File: src/rtl/sum_sequencer.sv
// Sums entries 0..count-1 of a small operand register file, one add per cycle.
// Optional build macro SUM_SEQUENCER_SATURATE_EN: saturating accumulation instead of wrap-around.
module sum_sequencer #(
  parameter int DEPTH = 8,
  parameter int WIDTH = 8
) (
  input  logic                     clk,
  input  logic                     reset,
  input  logic                     wr_valid,
  input  logic [$clog2(DEPTH)-1:0] wr_addr,
  input  logic [WIDTH-1:0]         wr_data,
  output logic                     wr_ready,
  input  logic                     start,
  input  logic [$clog2(DEPTH):0]   count,
  output logic                     busy,
  output logic                     done,
  output logic [WIDTH-1:0]         sum,
  output logic                     ovf
);

  localparam int AW = $clog2(DEPTH);
  localparam int CW = AW + 1;
  localparam logic [CW-1:0] DEPTH_C = CW'(DEPTH);

  // Handshake: a write is accepted on the rising edge where wr_valid && wr_ready;
  // wr_ready is high only while idle, so writes presented while busy are dropped.
  typedef enum logic [1:0] {
    IDLE = 2'd0,
    RUN  = 2'd1,
    DONE = 2'd2
  } state_t;

  state_t state, state_nxt;

  logic [WIDTH-1:0] mem [DEPTH];
  logic [CW-1:0]    count_q;
  logic [CW-1:0]    idx_q;
  logic [WIDTH-1:0] acc_q;
  logic             carry_q;
  logic [WIDTH-1:0] sum_q;
  logic             ovf_q;
  logic             done_q;

  logic [CW-1:0]    count_clamped;
  logic [WIDTH-1:0] add_s;
  logic             add_c;
  logic [WIDTH-1:0] acc_nxt;
  logic             carry_nxt;

  assign count_clamped = (count > DEPTH_C) ? DEPTH_C : count;
  assign {add_c, add_s} = {1'b0, acc_q} + {1'b0, mem[idx_q[AW-1:0]]};
  assign carry_nxt = carry_q | add_c;

`ifdef SUM_SEQUENCER_SATURATE_EN
  // Once any add has overflowed the accumulator stays pinned at full scale.
  assign acc_nxt = carry_nxt ? {WIDTH{1'b1}} : add_s;
`else
  assign acc_nxt = add_s;
`endif

  always_comb begin
    state_nxt = state;
    wr_ready  = 1'b0;
    busy      = 1'b0;
    case (state)
      IDLE: begin
        wr_ready = 1'b1;
        if (start) begin
          state_nxt = (count_clamped == '0) ? DONE : RUN;
        end
      end
      RUN: begin
        busy = 1'b1;
        if (idx_q == count_q - CW'(1)) begin
          state_nxt = DONE;
        end
      end
      DONE: begin
        busy      = 1'b1;
        state_nxt = IDLE;
      end
      default: begin
        state_nxt = IDLE;
      end
    endcase
  end

  always_ff @(posedge clk) begin
    if (reset) begin
      state   <= IDLE;
      count_q <= '0;
      idx_q   <= '0;
      acc_q   <= '0;
      carry_q <= 1'b0;
      sum_q   <= '0;
      ovf_q   <= 1'b0;
      done_q  <= 1'b0;
      for (int i = 0; i < DEPTH; i++) begin
        mem[i] <= '0;
      end
    end else begin
      state  <= state_nxt;
      done_q <= 1'b0;
      // The write commits on the start edge, so the first add already sees it.
      if (wr_valid && wr_ready) begin
        mem[wr_addr] <= wr_data;
      end
      case (state)
        IDLE: begin
          if (start) begin
            count_q <= count_clamped;
            idx_q   <= '0;
            acc_q   <= '0;
            carry_q <= 1'b0;
          end
        end
        RUN: begin
          acc_q   <= acc_nxt;
          carry_q <= carry_nxt;
          idx_q   <= idx_q + CW'(1);
        end
        DONE: begin
          done_q <= 1'b1;
          sum_q  <= acc_q;
          ovf_q  <= carry_q;
        end
        default: begin
        end
      endcase
    end
  end

  assign done = done_q;
  assign sum  = sum_q;
  assign ovf  = ovf_q;

endmodule
File: config.mk
export PLATFORM = sky130hd
export DESIGN_NAME = sum_sequencer
export DESIGN_NICKNAME = d
export VERILOG_FILES = /design/src/rtl/sum_sequencer.sv
export SDC_FILE = /design/constraint.sdc
export NUM_CORES = 1
export LEC_CHECK = 0
export ABC_AREA = 1
export ABC_CLOCK_PERIOD_IN_PS = 3000
export BUFFER_PORTS_ARGS = -buffer_cell sky130_fd_sc_hd__buf_2
export CAP_MARGIN = 20
export CORE_ASPECT_RATIO = 1.5
export CORE_MARGIN = 2
export CORE_UTILIZATION = 50
export DETAILED_ROUTE_END_ITERATION = 7
export GPL_TIMING_DRIVEN = 0
export PLACE_DENSITY_LB_ADDON = 0.05
export SYNTH_ARGS = -nofsm -noshare
export SYNTH_HDL_FRONTEND = slang
export SYNTH_SLANG_ARGS = --single-unit
export TNS_END_PERCENT = 100
File: constraint.sdc
create_clock -name clk -period 3 [get_ports clk]
set_input_delay 0.6 -clock clk [delete_from_list [all_inputs] [get_ports clk]]
set_output_delay 0.6 -clock clk [all_outputs]
set_load 0.05 [all_outputs]
After elaboration in Yosys (flattened, before gate mapping)
Memories as Yosys holds them, arrays and structs flattened. A register that Yosys moved wholly into a read port is not among the register bits.
Index checks and enable logic that the tools add are counted.
{"block": "totals", "latch_bits": 0, "register_bits": 29, "romBits": 0, "memories": 1, "out_inout_bits": 12, "ramBits": 64}
{"memory": "mem", "depth": 8, "width": 8, "rd": 1, "rd_clocked_by_memory_dff": 1, "wr": 8, "line": "35", "text": "logic [WIDTH-1:0] mem [DEPTH];"}
{"block": "op_classes", "magnitude_cmp": 1, "div_mod_pow": 0, "shifts": 0, "muxes": 24, "n_bitwise": 1, "add_sub_neg": 3, "n_reduce_logical": 9, "n_eq_ne": 5, "mul": 0}
{"op": "8-bit two-way mux", "n": 2}
{"op": "8-bit case mux with 2 select lines", "n": 1}
{"op": "1-bit two-way mux", "n": 10}
{"op": "8-bit by 8-bit adder with 9-bit output", "n": 1}
{"op": "3-bit two-way mux", "n": 3}
{"op": "4-bit two-way mux", "n": 2}
{"op": "4-bit case mux with 2 select lines", "n": 1}
{"op": "8-bit OR reduction", "n": 1}
{"op": "2-bit two-way mux", "n": 3}
{"op": "2-bit AND reduction", "n": 3}
{"op": "4-bit by 1-bit adder with 4-bit output (second input constant)", "n": 1}
{"op": "4-bit == test", "n": 1}
{"op": "4-bit greater-than comparator (second input constant)", "n": 1}
{"op": "4-bit zero test", "n": 1}
{"op": "2-bit != test (second input constant)", "n": 2}
{"op": "2-bit case mux with 2 select lines", "n": 1}
{"op": "4-bit by 1-bit subtractor with 4-bit output (second input constant)", "n": 1}
{"op": "2-bit by 1-bit == test with 1-bit output (second input constant)", "n": 1}
{"op": "2-bit == test (second input constant)", "n": 1}
{"op": "2-bit zero test", "n": 1}
{"op": "1-bit case mux with 2 select lines", "n": 1}
{"op": "2-bit nonzero test", "n": 1}
{"op": "2-bit OR reduction", "n": 1}
{"op": "1-bit logical AND", "n": 1}
{"op": "1-bit bitwise OR", "n": 1}

Longest topological paths before layout
Gate-level depths: netlist of run 1.
{"block": "logic_depth", "ltp_word": 8, "mapped_depth": 15}

Worst setup path after synthesis of run 1
OpenSTA, ideal clock, no wires.
{"block": "synth_timing", "path_kind": "flip-flop to flip-flop", "from": "register state[0]", "to": "memory mem[0][0] (enable)", "setup_time_ps": 329, "arrival_ps": 1799, "n_path_buf": 0, "slack_ps": 872, "required_ps": 2671, "stages_incl_launch_ff": 7, "cell_sequence": "dfxtp_1 -> inv_1 -> ha_1 -> nand3_1 -> nor2_4 -> nand2_2 -> nand2_1"}
{"item": "from (decl)", "line": "33", "text": "state_t state, state_nxt;"}
{"item": "from (signal assigned)", "line": "102", "text": "state <= state_nxt;"}
{"item": "to (decl)", "line": "35"}

==> results.sh, run 1 <==
export IMPL_status="complete, no violations"
export IMPL_grt_use_total_pct=22.1
export IMPL_worstPathArrival_ps=2770
export IMPL_die_h_um=120
export IMPL_syn_nets=542
export IMPL_cts_tree="built"
export IMPL_nets=583
export IMPL_grt_ovfl_total=0
export IMPL_drc=0
export IMPL_fp_coreArea_um2=8780
export IMPL_vdd_drop_max_mv=0.446
export IMPL_max_freq_ghz=0.391
export IMPL_critPathMaxFanout=10
export IMPL_synth_edf_count=64
export IMPL_critPathCapture="carry_q"
export IMPL_synthFlopType="edfxtp_1"
export IMPL_rsz0062_at_grt="no"
export IMPL_n_fill_cell=821
export IMPL_tns_ps=0
export IMPL_min_period_ps=2560
export IMPL_synthCells=509
export IMPL_tightest_slew_ps=668
export IMPL_antenna_left=0
export IMPL_die_area_um2=9810
export IMPL_fp_row_count=42
export IMPL_async_flop_share_pct=0
export IMPL_routed_wl_mm=10.1
export IMPL_cts_buffers_inserted=9
export IMPL_place_congestion=0.809
export IMPL_drv_slew=0
export IMPL_postCtsSetupRepairBufs=0
export IMPL_cellPowerDensity_nw_per_um2=648
export IMPL_min_from="state[0]"
export IMPL_drt_iter0_markers=156
export IMPL_hp_class="reg -> reg"
export IMPL_final_layout_size_suffix_gt1_share_pct=12.1
export IMPL_synth_top_area_share_pct=42.6
export IMPL_fin_util_pct=58.5
export IMPL_grt_pass1_vias=3310
export IMPL_buffer_ports_inserted=30
export IMPL_synth_area_leaders="edfxtp_1 (43%), dfxtp_1 (14%), nor2_1 (13%), nand2_1 (7.2%), o21ai_0 (3.7%)"
export IMPL_avgSynthCellArea_um2=8.86
export IMPL_worstSetupPathType="reg -> reg"
export IMPL_slowest_stage="dfxtp_1"
export IMPL_relSlewSlack_pct=55.5
export IMPL_path_clk_slew_ps=60
export IMPL_clk_path_buf_depth=2
export IMPL_dr_pass1_iters=4
export IMPL_hold_ws_ps=486
export IMPL_postCtsResizedCells=0
export IMPL_power_mw=3.32
export IMPL_cp_end_kind="flip-flop"
export IMPL_place_hpwl_mm=7.61
export IMPL_hold_viol=0
export IMPL_pre_cts_slack_ps=468
export IMPL_area_growth_syn_to_layout_pct=13.8
export IMPL_vias=3456
export IMPL_die_w_um=81.5
export IMPL_worst_path_dominant_cell_family="simple AND/OR/NAND/NOR gates"
export IMPL_antenna_found_initial=0
export IMPL_slowest_delay_ps=440
export IMPL_maxCapViolations=0
export IMPL_cpMostUsedCell="nand2_1"
export IMPL_antennaDiodeCount=0
export IMPL_cp_start_kind="flip-flop"
export IMPL_r2r_cells=14
export IMPL_ys_ff_latch=96
export IMPL_crit_required_ps=3210
export IMPL_setup_viol=0
export IMPL_netlist_area_um2=4510
export IMPL_insertion_delay_ps=340
export IMPL_wl_per_cell_um=15.1
export IMPL_start_util_pct=51.4
export IMPL_htree_levels=3
export IMPL_cts_sinks=96
export IMPL_yosysSeqAreaShare_pct=56.8
export IMPL_yosys_area_top_type="edfxtp_1"
export IMPL_p_leak_nw=2.27
export IMPL_vias_per_cell=5.20
export IMPL_min_period_over_period_pct=85.3
export IMPL_reg2reg_slack_ps=440
export IMPL_io_pins=31
export IMPL_ys_warn_count=0
export IMPL_cts_root_buf="clkbuf_16"
export IMPL_finClkSkew_ps=6.90
export IMPL_crit_chain="inv_2 -> clkbuf_1 -> nor2_1 -> o32ai_1 -> nand2_1 -> nand2_1 -> ha_1 -> fa_1 -> nand4_1 -> nand3_1 -> nand3_1 -> nand2_1 -> a21oi_1 -> nor2_1"
export IMPL_grt_pass1_wl_mm=15.9
export IMPL_cts_hold_buf=0
export IMPL_critPathBufInv=2
export IMPL_netlist_cell_type_count=30
export IMPL_worst_path_stages=14
export IMPL_reg2reg_to="carry_q"
export IMPL_grt_max_degree=16
export IMPL_setup_ws_ps=440
==> cell type report <==
type / instances / area (µm²) / area share [%]
multi-input cells: 360 / 1730 / 33.8
clock inverters: 7 / 110 / 2.15
well taps: 110 / 138 / 2.68
flip-flops and latches: 96 / 2560 / 49.9
plain buffers: 14 / 65.1 / 1.27
repair buffers: 30 / 150 / 2.93
clock buffers: 9 / 225 / 4.39
inverters: 39 / 146 / 2.85
==> Yosys cell counts (2+ instances only) <==
cell type	count
nor2_1	151
nand2_1	86
edfxtp_1	64
inv_1	36
o21ai_0	33
dfxtp_1	32
a21oi_1	23
o32ai_1	16
ha_1	13
nand3_1	13
nand2_2	9
clkbuf_1	7
buf_2	4
nand4_1	3
buf_4	2
inv_2	2
nor2_4	2
==> sequential cells by signal (all words and copies together), names as in the netlist, named ones only <==
name,count
acc_q,8
carry_q,1
count_q,4
done,1
idx_q,4
mem,64
ovf,1
state,2
sum,8
==> worst register-to-register path, delay by kind of cell (launching register included) <==
kind                     cells  cell delay (ps)
AND/OR/NAND/NOR              8              780
adder cells (fa/ha/maj)      2              650
flip-flops                   1              440
buffers and inverters        2              330
AO/OA/AOI/OAI                2              240
==> worst min-delay path by stage <==
stage               cells past startpoint        to
floorplan                               2   carry_q
global placement                        2   carry_q
detailed placement                      2  state[0]
CTS                                     2  acc_q[7]
global route                            2  acc_q[7]
finish                                  2  state[0]
==> cells in the final DEF (no fill, tap or decap), types with 2 or more instances in the layout <==
cell type and instances:
bufinv_16 3, nand3_1 13, o21ai_0 33, buf_4 2, o32ai_1 16, buf_2 34, clkbuf_1 7, ha_1 13
a21oi_1 23, edfxtp_1 64, clkbuf_16 9, nand2_2 9, nor2_1 151, inv_1 36, nor2_4 2, nand2_1 86
nand4_1 3, inv_2 2, clkinv_2 4, dfxtp_1 32
==> power breakdown <==
part	switching, mW	total (mW)	internal, mW
clock network	0.470	1.28	0.808
registers	0.0362	1.52	1.49
logic	0.374	0.524	0.149
==> per-layer routing <==
layer | track usage [%] | share of wire, % | vias to the layer above
li1 | - | - | 1786
met1 | 25.7 | 41 | 1572
met2 | 38.6 | 51 | 81
met3 | 3.66 | 4.0 | 17
met4 | 10.3 | 3.2 | 0
met5 | 0 | 0 | -
==> cell families after synthesis <==
| logic type | after synthesis | synth area share, % |
|---|---|---|
| AND/OR/NAND/NOR | 267 | 23.9 |
| flip-flops | 96 | 56.8 |
| AO/OA/AOI/OAI | 78 | 10.3 |
| buffers and inverters | 53 | 4.69 |
| adder cells (fa/ha/maj) | 14 | 4.05 |
| XOR/XNOR | 1 | 0.194 |
==> stage by stage <==
step / instances / cell area (µm²)
after CTS: 665 / 5130
final: 665 / 5130
after global placement: 649 / 4800
after detailed placement: 649 / 4800
after floorplan: 509 / 4510
after global routing: 665 / 5130
Power figures use the tool's default switching activity.
==> run 2: changes to the inputs <==
==> constraint.sdc (replaced) <==
create_clock -name clk -period 3 [get_ports clk]
set_input_delay 0 -clock clk [delete_from_list [all_inputs] [get_ports clk]]
set_output_delay 0 -clock clk [all_outputs]
set_load 0.05 [all_outputs]
==> run 2 against run 1 <==
Largest cell class unchanged; die area unchanged; non-clock buffer count increased by 4; highest routed layer unchanged; core utilization increased by 0.46 points; setup slack improved by 22 ps; critical path type unchanged; flip-flop and latch count unchanged.
==> results.sh, run 2 (same netlist as run 1, synthesis figures left out) <==
export IMPL_cp_start_kind="flip-flop"
export IMPL_largest_reg_flops=64
export IMPL_cts_root_buf="clkbuf_16"
export IMPL_antenna_found_initial=0
export IMPL_routed_wl_mm=10.1
export IMPL_setup_viol=0
export IMPL_final_common_cell="nor2_1"
export IMPL_buffer_ports_inserted=30
export IMPL_die_area_um2=9810
export IMPL_insertion_delay_ps=340
export IMPL_grt_pass1_vias=3328
export IMPL_place_congestion=0.809
export IMPL_tns_ps=0
export IMPL_drc=0
export IMPL_area_growth_syn_to_layout_pct=14.7
export IMPL_grt_pass1_wl_mm=16.0
export IMPL_antenna_left=0
export IMPL_critPathMaxFanout=10
export IMPL_final_layout_size_suffix_gt1_share_pct=12.0
export IMPL_vias=3459
export IMPL_final_cell_count_no_fill=669
export IMPL_r2r_cells=14
export IMPL_layout_common_cells="nor2_1 (151), nand2_1 (86), edfxtp_1 (64), inv_1 (36), buf_2 (34)"
export IMPL_start_util_pct=51.4
export IMPL_crit_required_ps=3200
export IMPL_hold_viol=0
export IMPL_tightest_slew_ps=678
export IMPL_grt_max_degree=16
export IMPL_drt_iter0_markers=145
export IMPL_htree_levels=3
export IMPL_worstPathArrival_ps=2740
export IMPL_hold_depth=3
export IMPL_grt_ovfl_total=0
export IMPL_nets=587
export IMPL_status="complete, no violations"
export IMPL_min_period_over_period_pct=84.6
export IMPL_die_h_um=120
export IMPL_postCtsSetupRepairBufs=0
export IMPL_die_w_um=81.5
export IMPL_numPlacedInstances=649
export IMPL_grt_use_total_pct=22.1
export IMPL_p_leak_nw=2.29
export IMPL_cts_sinks=96
export IMPL_dr_pass1_iters=4
export IMPL_cellPowerDensity_nw_per_um2=643
export IMPL_clk_path_buf_depth=2
export IMPL_wl_per_cell_um=15.1
export IMPL_cp_end_kind="flip-flop"
export IMPL_vias_per_cell=5.17
export IMPL_cts_tree="built"
export IMPL_worstSetupPathType="reg -> reg"
export IMPL_drv_slew=0
export IMPL_min_from="count[3]"
export IMPL_hp_class="in -> reg"
export IMPL_max_freq_ghz=0.394
export IMPL_finClkSkew_ps=7.09
export IMPL_postCtsResizedCells=0
export IMPL_path_clk_slew_ps=60
export IMPL_rsz0062_at_grt="no"
export IMPL_fp_coreArea_um2=8780
export IMPL_antennaDiodeCount=0
export IMPL_n_fill_cell=816
export IMPL_relSlewSlack_pct=54.8
export IMPL_min_period_ps=2540
export IMPL_top_register="mem"
export IMPL_place_hpwl_mm=7.61
export IMPL_fp_row_count=42
export IMPL_cts_buffers_inserted=9
export IMPL_maxCapViolations=0
export IMPL_vdd_drop_max_mv=0.445
export IMPL_io_pins=31
[run 2: changes by cell type in the layout (fill, tap and decap cells not counted)]
cell | previous run | this run
dlygate4sd3_1 | 0 | 4
[run 2: path summary, 6_finish.rpt]
kind              slack (ps)          to
hold reg to reg          490    state[0]
setup / recovery         460     carry_q
setup reg to reg         460     carry_q
hold / removal            20  count_q[3]
[run 2: layout make-up]
cell class | instances | area [µm²] | share of cell area [%]
multi-input combinational | 360 | 1730 | 33.5
buffer | 14 | 65.1 | 1.26
inverter | 39 | 146 | 2.83
clock inverter | 7 | 110 | 2.13
tap | 110 | 138 | 2.66
timing repair buffer | 34 | 190 | 3.68
sequential | 96 | 2560 | 49.6
clock buffer | 9 | 225 | 4.36
[run 2: report_power, final]
| group | switching (mW) | internal, mW | total (mW) |
|---|---|---|---|
| Clock | 0.467 | 0.808 | 1.27 |
| Combinational | 0.374 | 0.153 | 0.527 |
| Sequential | 0.0361 | 1.49 | 1.52 |
| Total | 0.877 | 2.45 | 3.32 |
[run 2: layer usage]
metal / GRT usage [%] / share of wire [%] / vias to the layer above
li1: - / - / 1794
met1: 25.7 / 42 / 1590
met2: 38.8 / 53 / 63
met3: 3.66 / 3.0 / 12
met4: 10.3 / 2.4 / 0
met5: 0 / 0 / -
[run 2: metrics by stage]
| step | hold WS [ps] | utilization (%) | cell area (µm²) | power [mW] | worst slack, ps |
|---|---|---|---|---|---|
| final | 16.8 | 58.9 | 5170 | 3.32 | 462 |
| after floorplan | 69.1 | - | 4510 | 1.94 | 872 |
| after CTS | 5.14 | 58.9 | 5170 | 3.35 | 441 |
| after global routing | 24.7 | 58.9 | 5170 | 3.46 | 219 |
| after detailed placement | 243 | 54.6 | 4800 | 2.07 | 468 |
| after global placement | 239 | 54.6 | 4800 | 2.07 | 488 |
[run 2: timing repair]
action | in CTS | in global routing
hold buffers | 4 | 0
hold endpoints to repair | 5 | 0
endpoints found under the setup margin | 0 | 0
[run 2: worst max-delay path: stages, from the launching register on]
cell and delay [ps]:
dfxtp_1 440, inv_2 90, clkbuf_1 230, nor2_1 180, o32ai_1 100, nand2_1 70, nand2_1 70, ha_1 200
fa_1 440, nand4_1 140, nand3_1 100, nand3_1 100, nand2_1 60, a21oi_1 120, nor2_1 50
==> run 3: changes to the inputs <==
--- a/config.mk
+++ b/config.mk
@@ -5,8 +5,8 @@
 export SDC_FILE = /design/constraint.sdc
 export NUM_CORES = 1
 export LEC_CHECK = 0
-export ABC_AREA = 1
-export ABC_CLOCK_PERIOD_IN_PS = 3000
+export ABC_AREA = 0
+export ABC_CLOCK_PERIOD_IN_PS = 2620
 export BUFFER_PORTS_ARGS = -buffer_cell sky130_fd_sc_hd__buf_2
 export CAP_MARGIN = 20
 export CORE_ASPECT_RATIO = 1.5
==> constraint.sdc (replaced) <==
create_clock -name clk -period 2.62 [get_ports clk]
set_input_delay 0 -clock clk [delete_from_list [all_inputs] [get_ports clk]]
set_output_delay 0 -clock clk [all_outputs]
set_load 0.05 [all_outputs]
==> run 3 against run 2 <==
Setup slack got worse by 620 ps; sequential power increased by 13%; the run now ends with setup timing left; critical endpoint is now acc_q[6]; critical path type unchanged; highest routed layer unchanged; fmax down 8.6%.
==> results.sh, run 3 <==
export IMPL_synth_fa_ha_area_share_pct=4.04
export IMPL_fin_util_pct=62.1
export IMPL_netlist_cell_type_count=43
export IMPL_p_leak_nw=2.08
export IMPL_dr_pass1_iters=4
export IMPL_worst_path_dominant_cell_family="multiplexers"
export IMPL_power_mw=3.84
export IMPL_p_sw_share_pct=25.0
export IMPL_synthMuxAreaShare_pct=12.2
export IMPL_grt_use_total_pct=22.6
export IMPL_place_congestion=0.905
export IMPL_ys_warn_count=0
export IMPL_vias_per_cell=5.54
export IMPL_drt_iter0_markers=88
export IMPL_die_h_um=120
export IMPL_worstSetupPathType="reg -> reg"
export IMPL_synth_simple_area_share_pct=18.8
export IMPL_setup_ws_ps=-155
export IMPL_synth_edf_count=64
export IMPL_synth_top_family_by_area="simple AND/OR/NAND/NOR gates"
export IMPL_pre_cts_slack_ps=-417
export IMPL_antenna_left=0
export IMPL_drc=0
export IMPL_fp_row_count=42
export IMPL_final_layout_size_suffix_gt1_share_pct=27.0
export IMPL_routed_wl_mm=9.96
export IMPL_yosys_area_top_type="edfxtp_1"
export IMPL_hold_ws_ps=34.2
export IMPL_grt_pass1_vias=3010
export IMPL_internal_power_mw=2.88
export IMPL_vias=2910
export IMPL_syn_nets=393
export IMPL_async_flop_share_pct=0
export IMPL_slowest_delay_ps=480
export IMPL_tns_ps=-299
export IMPL_numPlacedInstances=499
export IMPL_final_common_cell="and2_1"
export IMPL_grt_max_degree=16
export IMPL_synth_xor_area_share_pct=1.36
export IMPL_min_period_ps=2780
export IMPL_insertion_delay_ps=350
export IMPL_cts_tree="built"
export IMPL_tightest_slew_ps=702
export IMPL_design_area_um2=5480
export IMPL_max_freq_ghz=0.360
export IMPL_io_pins=31
export IMPL_worstPathArrival_ps=3060
export IMPL_finClkSkew_ps=5.96
export IMPL_synth_compound_area_share_pct=5.48
export IMPL_grt_pass1_wl_mm=15.6
export IMPL_largest_reg_flops=64
export IMPL_setup_viol=3
export IMPL_place_hpwl_mm=6.71
export IMPL_drv_slew=0
export IMPL_synthCells=360
export IMPL_synth_top_area_share_pct=42.5
export IMPL_p_comb_share_pct=16.3
export IMPL_n_fill_cell=669
export IMPL_layout_common_cells="and2_1 (67), edfxtp_1 (64), nor2_1 (30), dfxtp_1 (30), buf_2 (29)"
export IMPL_htree_levels=3
export IMPL_critPathMaxFanout=6
export IMPL_cts_buffers_inserted=9
export IMPL_pwr_share_seq_pct=44.9
export IMPL_ys_ff_latch=96
export IMPL_path_clk_slew_ps=70
export IMPL_crit_chain="buf_6 -> buf_12 -> buf_4 -> mux4_2 -> mux2_2 -> ha_4 -> o21ai_0 -> o21bai_1 -> a21oi_2 -> or4_1 -> nand3_1"
export IMPL_antenna_found_initial=0
export IMPL_critPathBufInv=3
export IMPL_slowest_stage="mux4_2"
export IMPL_area_growth_syn_to_layout_pct=21.2
export IMPL_relSlewSlack_pct=53.2
export IMPL_wl_per_cell_um=19.0
export IMPL_cp_end_kind="flip-flop"
export IMPL_cts_root_buf="clkbuf_16"
export IMPL_die_area_um2=9840
export IMPL_rsz0062_at_grt="yes"
export IMPL_top_register="mem"
export IMPL_p_switching_mw=0.959
export IMPL_nets=444
export IMPL_avgSynthCellArea_um2=12.6
export IMPL_hold_viol=0
export IMPL_final_cell_count_no_fill=525
export IMPL_status="finished, violations left"
export IMPL_cp_start_kind="flip-flop"
export IMPL_grt_ovfl_total=0
export IMPL_yosysSeqAreaShare_pct=56.7
export IMPL_synthFlopType="edfxtp_1"
export IMPL_cellPowerDensity_nw_per_um2=700
export IMPL_netlist_top_cells_count="and2_1 (67), edfxtp_1 (64), nor2_1 (33)"
export IMPL_buffer_ports_inserted=29
export IMPL_cts_sinks=96
export IMPL_fp_coreArea_um2=8830
export IMPL_min_period_over_period_pct=106
export IMPL_synth_area_leaders="edfxtp_1 (42%), dfxtp_1 (14%), and2_1 (9.3%), mux4_2 (8.0%), ha_1 (3.6%)"
export IMPL_start_util_pct=51.2
export IMPL_crit_required_ps=2910
export IMPL_reg2reg_slack_ps=-160
export IMPL_antennaDiodeCount=0
export IMPL_p_clk_share_pct=38.8
export IMPL_die_w_um=81.7
export IMPL_maxCapViolations=0
export IMPL_netlist_area_um2=4520
export IMPL_vdd_drop_max_mv=0.368
export IMPL_dpl_cell_area_um2=4850
export IMPL_violations="setup timing"
export IMPL_clk_path_buf_depth=2
export IMPL_synth_most_common_cell="and2_1"
export IMPL_hp_class="in -> reg"
run 3: cell types whose count changed after synthesis, moves of 8 or more:
cell | before | now
nor2_1 | 151 | 33
nand2_1 | 86 | 14
and2_1 | 0 | 67
inv_1 | 36 | 4
o21ai_0 | 33 | 3
mux4_2 | 0 | 16
o32ai_1 | 16 | 1
mux2i_1 | 0 | 10
a21oi_1 | 23 | 14
nand2_2 | 9 | 0
mux2_2 | 0 | 8
nand3_1 | 13 | 5
or2_2 | 0 | 8
run 3: worst paths after layout:
kind | start | endpoint | depth (start not counted)
worst max-delay path | flip-flop | acc_q[6] | 11
worst min-delay path | wr_data[5] | mem[2][5] | 2
worst max register to register | flip-flop | acc_q[6] | 11
worst min register to register | count_q[3] | count_q[3] | 2
run 3: worst reg2reg max path: stages, from the launching register on:
cell,delay [ps]
dfxtp_2,330
buf_6,130
buf_12,120
buf_4,120
mux4_2,480
mux2_2,300
ha_4,300
o21ai_0,100
o21bai_1,230
a21oi_2,110
or4_1,420
nand3_1,90
run 3: cell type report:
type	count	area, µm²	share of cell area, %
Sequential cell	96	2560	46.8
Clock buffer	10	229	4.18
Inverter	4	15.0	0.274
Clock inverter	5	106	1.94
Multi-Input combinational cell	246	2080	37.9
Timing Repair Buffer	41	278	5.07
Buffer	13	76.3	1.39
Tap cell	110	138	2.51
run 3: what timing repair did:
item | CTS | global route
hold buffers | 2 | 0
hold endpoints to repair | 1 | 0
buffers inserted | 9 | 0
gates resized for setup | 21 | 6
pin swaps | 6 | 7
endpoints found under the setup margin | 15 | 33
gates cloned | 1 | 0
run 3: cell families (layout without fill, tap and decap cells):
kind of cell               count (synthesis)  after routing
AOI/OAI and AO/OA                         38             38
buffers and inverters                     18             73
xor gates and xnor gates                   7              7
and+or+nand+nor                          153            153
muxes                                     34             34
DFF                                       96             96
adders and majority gates                 14             14
run 3: power groups by stage:
stage	clock (mW)	combinational, mW	sequential [mW]
global route	1.58	0.675	1.73
floorplan	0	0.386	1.75
finish	1.49	0.626	1.72
detailed placement	0	0.537	1.75
global placement	0	0.529	1.75
CTS	1.50	0.620	1.72
run 3: per-layer routing:
layer	global-route usage (%)	vias to the layer above	wire, µm
met4	10.6	0	358
met2	39.0	59	5400
met5	0	-	0
met1	26.0	1412	3860
li1	-	1414	-
met3	5.37	25	342
